===== config.mk =====
export PLATFORM = sky130hd
export DESIGN_NAME = ga21_pal_dma
export DESIGN_NICKNAME = d
export VERILOG_FILES = /design/src/rtl/ga21_pal_dma_pkg.sv /design/src/rtl/ga21_dma_addrgen.sv /design/src/rtl/ga21_pal_dma.sv
export SDC_FILE = /design/constraint.sdc
export NUM_CORES = 1
export LEC_CHECK = 0
export BUFFER_PORTS_ARGS = -buffer_cell sky130_fd_sc_hd__buf_2
export CAP_MARGIN = 20
export CORE_ASPECT_RATIO = 1.2
export CORE_UTILIZATION = 35
export DETAILED_ROUTE_END_ITERATION = 8
export PLACE_DENSITY_LB_ADDON = 0.3
export REMOVE_ABC_BUFFERS = 1
export SYNTH_ARGS = -nofsm -noshare
export SYNTH_HDL_FRONTEND = slang
export SYNTH_SLANG_ARGS = --single-unit

===== constraint.sdc =====
create_clock -name clk -period 2.6 [get_ports clk]
set_input_delay 0.39 -clock clk [delete_from_list [all_inputs] [get_ports clk]]
set_output_delay 0.39 -clock clk [all_outputs]
set_load 0.05 [all_outputs]

===== src/rtl/ga21_pal_dma_pkg.sv =====
// Shared types and widths for the palette DMA sequencer.
// Palette RAM is 8K x 16-bit colour words.
package ga21_pal_dma_pkg;

  localparam int PAL_AW = 13;
  localparam int COL_W  = 16;

  typedef enum logic [2:0] {
    ST_IDLE  = 3'd0,
    ST_ARMED = 3'd1,
    ST_RUN   = 3'd2,
    ST_DRAIN = 3'd3,
    ST_FLUSH = 3'd4
  } dma_state_e;

endpackage


===== src/rtl/ga21_dma_addrgen.sv =====
// Source/destination pointer and remaining-count generator for the palette DMA.
// Source advances per read issued, destination per word written; both wrap naturally.
module ga21_dma_addrgen
  import ga21_pal_dma_pkg::*;
#(
  parameter int SRC_AW = 13,
  parameter int LEN_W  = 12
) (
  input  logic              clk,
  input  logic              reset,
  input  logic              load,
  input  logic [SRC_AW-1:0] src_base,
  input  logic [PAL_AW-1:0] dst_base,
  input  logic [LEN_W-1:0]  len,
  input  logic              rd_adv,
  input  logic              wr_adv,
  output logic [SRC_AW-1:0] src_ptr,
  output logic [PAL_AW-1:0] dst_ptr,
  output logic              last
);

  logic [SRC_AW-1:0] src_q, src_d;
  logic [PAL_AW-1:0] dst_q, dst_d;
  logic [LEN_W-1:0]  rem_q, rem_d;

  // NOTE: every variable gets its hold value first so no path leaves it unassigned (no latch).
  always_comb begin
    src_d = src_q;
    dst_d = dst_q;
    rem_d = rem_q;
    if (load) begin
      src_d = src_base;
      dst_d = dst_base;
      rem_d = len;
    end else begin
      if (rd_adv) begin
        src_d = src_q + SRC_AW'(1);
        rem_d = rem_q - LEN_W'(1);
      end
      if (wr_adv) begin
        dst_d = dst_q + PAL_AW'(1);
      end
    end
  end

  // NOTE: non-blocking assignments so all flops update together from pre-edge values.
  always_ff @(posedge clk or posedge reset) begin
    if (reset) begin
      src_q <= '0;
      dst_q <= '0;
      rem_q <= '0;
    end else begin
      src_q <= src_d;
      dst_q <= dst_d;
      rem_q <= rem_d;
    end
  end

  assign src_ptr = src_q;
  assign dst_ptr = dst_q;
  assign last    = (rem_q == LEN_W'(1));

endmodule


===== src/rtl/ga21_pal_dma.sv =====
// Palette DMA sequencer: copies a source block into palette RAM during vblank
// and arbitrates direct CPU palette accesses around the DMA write slots.
module ga21_pal_dma
  import ga21_pal_dma_pkg::*;
#(
  parameter int SRC_AW = 13,
  parameter int LEN_W  = 12
) (
  input  logic              clk,
  input  logic              reset,
  input  logic              vblank,
  input  logic              dma_start,
  input  logic [SRC_AW-1:0] dma_src_base,
  input  logic [PAL_AW-1:0] dma_dst_base,
  input  logic [LEN_W-1:0]  dma_len,
  output logic [SRC_AW-1:0] src_addr,
  input  logic [COL_W-1:0]  src_data,
  input  logic              cpu_req,
  input  logic              cpu_we,
  input  logic [COL_W-1:0]  cpu_wdata,
  output logic              cpu_ack,
  output logic              dma_busy,
  output logic [PAL_AW-1:0] ga21_addr,
  output logic              ga21_we,
  output logic              ga21_req,
  output logic [COL_W-1:0]  pal_wdata,
  output logic              dma_pending,
  output logic              dma_done
);

  dma_state_e state_q, state_d;
  logic             inflight_q, inflight_d;
  logic [COL_W-1:0] hold_q, hold_d;
  logic             hold_vld_q, hold_vld_d;
  logic             done_q, done_d;
  logic             pending_q, pending_d;

  logic              load;
  logic              rd_issue;
  logic              dma_wr;
  logic [COL_W-1:0]  dma_wdata;
  logic              cpu_grant;
  logic [SRC_AW-1:0] src_ptr;
  logic [PAL_AW-1:0] dst_ptr;
  logic              rem_last;

  ga21_dma_addrgen #(
    .SRC_AW(SRC_AW),
    .LEN_W (LEN_W)
  ) u_addrgen (
    .clk     (clk),
    .reset   (reset),
    .load    (load),
    .src_base(dma_src_base),
    .dst_base(dma_dst_base),
    .len     (dma_len),
    .rd_adv  (rd_issue),
    .wr_adv  (dma_wr),
    .src_ptr (src_ptr),
    .dst_ptr (dst_ptr),
    .last    (rem_last)
  );

  always_comb begin
    state_d    = state_q;
    inflight_d = 1'b0;
    hold_d     = hold_q;
    hold_vld_d = 1'b0;
    done_d     = 1'b0;
    load       = 1'b0;
    rd_issue   = 1'b0;
    dma_wr     = 1'b0;
    dma_wdata  = '0;

    unique case (state_q)
      ST_IDLE: begin
        if (dma_start) begin
          if (dma_len != '0) begin
            load    = 1'b1;
            state_d = ST_ARMED;
          end else begin
            done_d = 1'b1;
          end
        end
      end
      ST_ARMED: begin
        if (vblank) state_d = ST_RUN;
      end
      ST_RUN: begin
        if (vblank) begin
          rd_issue   = 1'b1;
          inflight_d = 1'b1;
          dma_wr     = inflight_q;
          dma_wdata  = src_data;
          if (rem_last) state_d = ST_FLUSH;
        end else begin
          // Park the in-flight word; it is written in DRAIN, not lost or re-read.
          hold_d     = src_data;
          hold_vld_d = inflight_q;
          state_d    = ST_DRAIN;
        end
      end
      ST_DRAIN: begin
        dma_wr    = hold_vld_q;
        dma_wdata = hold_q;
        state_d   = ST_ARMED;
      end
      ST_FLUSH: begin
        dma_wr    = 1'b1;
        dma_wdata = src_data;
        done_d    = 1'b1;
        state_d   = ST_IDLE;
      end
      default: state_d = ST_IDLE;
    endcase

    // Pending stays up through the cycle the real transfer reports done.
    pending_d = (state_d != ST_IDLE) || (state_q == ST_FLUSH);
  end

  always_ff @(posedge clk or posedge reset) begin
    if (reset) begin
      state_q    <= ST_IDLE;
      inflight_q <= 1'b0;
      hold_q     <= '0;
      hold_vld_q <= 1'b0;
      done_q     <= 1'b0;
      pending_q  <= 1'b0;
    end else begin
      state_q    <= state_d;
      inflight_q <= inflight_d;
      hold_q     <= hold_d;
      hold_vld_q <= hold_vld_d;
      done_q     <= done_d;
      pending_q  <= pending_d;
    end
  end

  // CPU is held off for the whole RUN phase and in any DMA write slot.
  assign cpu_grant = cpu_req && !dma_wr && (state_q != ST_RUN);

  assign src_addr    = src_ptr;
  assign dma_busy    = dma_wr;
  assign ga21_addr   = dma_wr ? dst_ptr : '0;
  assign ga21_we     = dma_wr || (cpu_grant && cpu_we);
  assign ga21_req    = cpu_grant;
  assign cpu_ack     = cpu_grant;
  assign pal_wdata   = dma_wr ? dma_wdata : (cpu_grant ? cpu_wdata : '0);
  assign dma_pending = pending_q;
  assign dma_done    = done_q;

endmodule


==> impl_metrics.csv <==
group,metric,value,unit
timing,slew_headroom,51.0,%
grt,antenna_found_initial,0,
timing,hold_viol,0,
grt,grt_pass1_vias,3078,
grt,gr-usage-all-layers,17.9,%
synth,avgSynthCellArea,9.84,um2
timing,min_period,2490,ps
cells_and_area,regArea,1530,um2
worst_setup_path,worst_path_max_delay_cell,"dfrtp_1",
cells_and_area,stdcell_count,618,
placed_design,hpwl,6580,um
synth,synth_ff_type,"dfrtp_1",
clocking,clockRootBuffer,"clkbuf_16",
clocking,clkSinkCount,61,
timing,fmax,0.402,GHz
floorplanning,die-area,10500,um2
worst_setup_path,crit_path_cell_trace,"nand3b_4 -> a211oi_4 -> nor2_4 -> buf_4 -> clkinv_2 -> and2_1 -> buf_2",
route,first_pass_iters,4,
worst_setup_path,cp_max_fo,19,
worst_setup_path,crit_path_end_kind,"primary output",
cells_and_area,fillCellCount,947,
clocking,cts_setup_buffers,0,
grt,grt_pass1_wl,14800,um
power_and_ir_drop,power.leakage,2.10,nW
timing,whs,194,ps
cells_and_area,fin_util,48.1,%
power_and_ir_drop,vdd_ir_drop_max,0.551,mV
cells_and_area,multi_input_area,1870,um2
worst_setup_path,reg2reg_slack,490,ps
grt,grt_overflow_total,0,
worst_setup_path,r2r-start,"state_q[0]",
synth,synth_area,3540,um2
worst_setup_path,start_kind,"flip-flop",
worst_setup_path,worstSetupPathType,"reg2out",
power_and_ir_drop,power_density,1100,nW/um2
worst_setup_path,cp.arrival,2100,ps
floorplanning,die_w,93.8,um
cells_and_area,layout-drive-gt1-share,38.8,%
synth,ys_ff_latch,61,
cells_and_area,syn2layout_area_growth,31.2,%
synth,async_flop_share,100,%
synth,syn_inst,360,
timing,grt_setup_unrepaired,"no",
floorplanning,die_h,112,um
timing,skew,7.40,ps
clocking,clk_pin_slew,50,ps
worst_setup_path,crit_end,"ga21_addr[0]",
outcome,outcome,"completed",
timing,setup-violations-final,0,
route,dr_total_vias,3276,
placed_design,gp_congestion,0.822,
floorplanning,fp.coreArea,9660,um2
cells_and_area,final_cell_mix,"buf_2 (123), dfrtp_1 (60), nand2_1 (37)",
placed_design,place_ws,210,ps
placed_design,port_buffers,123,
placed_design,dp_cells,602,
hold_path,hold_class,"in2async",
cells_and_area,final_area,4650,um2
worst_setup_path,worstPathRequired,2210,ps
timing,tightest_slew,734,ps
route,wl,9140,um
timing,slew_violations,0,
worst_setup_path,slowest_delay,440,ps
route,ant_nets,0,
clocking,clk_latency,320,ps
cells_and_area,final_common_cell,"buf_2",
clocking,numCtsBuffers,9,
cells_and_area,diodes,0,
worst_setup_path,worstReg2RegEnd,"u_addrgen.dst_ptr[4]",
cells_and_area,nets,570,
synth,yosys_warnings,0,
worst_setup_path,ff2ff_path_depth,6,
synth,seq_area_frac_synth,43.1,%
floorplanning,initial_utilization,36.7,%
floorplanning,ios,124,
route,vias_per_cell,5.30,
timing,fin_ws,114,ps
synth,synth_enable_flop_cells,0,
flow_run,maxCapViolations,0,
clocking,cts.htree.levels,3,
clocking,cts_tree,"built",
grt,grt_max_degree,35,
synth,ys_types,65,
worst_setup_path,crit_start,"state_q[0]",
route,wl_per_cell,14.8,um
placed_design,place_area,4350,um2
route,drc,0,
floorplanning,num_rows,39,
timing,finalCritPeriodShare,95.6,%
clocking,clk_path_buf_depth,2,
route,drtIter0Drc,116,
[sequential cells by signal (all words and copies together), names as in the netlist]
signal / cells
dma_done: 1
inflight_q: 1
u_addrgen.rem_q: 12
hold_vld_q: 1
state_q: 3
u_addrgen.src_ptr: 13
dma_pending: 1
u_addrgen.dst_ptr: 13
hold_q: 16
[critical path: cells and delay by family (launching register included)]
family / cells / cell delay [ps]
DFF: 1 / 440
buffers and inverters: 3 / 610
and+or+nand+nor: 3 / 420
AOI/OAI and AO/OA: 1 / 290
[report_power, final]
group / switching [W] / internal [W]
registers: 0.000407 / 0.00139
clock network: 0.000398 / 0.000760
logic: 0.00137 / 0.000805
total: 0.00217 / 0.00296
[layout make-up]
cell class | count | share of cell area (%)
multi-input combinational | 270 | 40.3
sequential | 61 | 32.9
timing repair buffer | 140 | 16.5
clock buffer | 11 | 5.22
tap | 123 | 3.31
clock inverter | 5 | 1.08
inverter | 8 | 0.673
[cells in the mapped netlist, drive strengths merged (3+ instances only)]
cell type,n,area share [%]
a211oi,4,1.2
a21oi,10,1.4
a22oi,18,3.8
a311oi,3,0.74
and2,14,2.5
and3,5,0.88
buf,16,2.8
clkbuf,5,0.56
dfrtp,61,43
ha,4,1.4
inv,7,0.74
mux2,16,5.1
nand2,38,4.1
nand3,20,3.0
nand3b,4,1.2
nand4,6,1.2
nor2,23,2.8
nor3,10,1.4
nor4,4,0.88
o211ai,7,1.5
o21ai,17,2.4
o2bb2ai,16,4.0
or3,4,0.71
xnor2,4,0.99
xor2,9,2.2
[metrics by stage]
stage / power [W] / TNS [ps]
after floorplan: 0.00333 / -11830
after global placement: 0.00394 / 0
after detailed placement: 0.00399 / 0
after CTS: 0.00518 / 0
after global routing: 0.00548 / 0
final: 0.00513 / 0
[repair_timing]
item	in CTS	in global routing
cloned	0	0
hold buffers	0	0
resized for setup	2	1
setup endpoints to repair	28	9
[kinds of logic after synthesis]
family	synth area share, %
xor+xnor	3.21
fa+ha+maj	1.70
simple gates	21.6
mux	5.09
buf+inv	4.20
flops	43.1
compound gates	21.1
[per-layer routing]
metal / up-vias / track usage (%) / routed length (um)
met4: 0 / 6.87 / 81
met1: 1572 / 23.1 / 4150
met2: 82 / 29.9 / 4510
met3: 8 / 2.71 / 401
li1: 1614 / - / -
met5: - / 0 / 0
[how the worst min path moves through the flow]
| stage | to | cells past startpoint |
|---|---|---|
| after detailed placement | u_addrgen.rem_q[9] | 1 |
| after global placement | hold_q[6] | 1 |
| after global routing | u_addrgen.src_ptr[9] | 2 |
| final | u_addrgen.src_ptr[0] | 2 |
| after CTS | u_addrgen.src_ptr[9] | 2 |
| after floorplan | u_addrgen.rem_q[6] | 1 |
No activity file was read; power rests on OpenSTA's default activity.
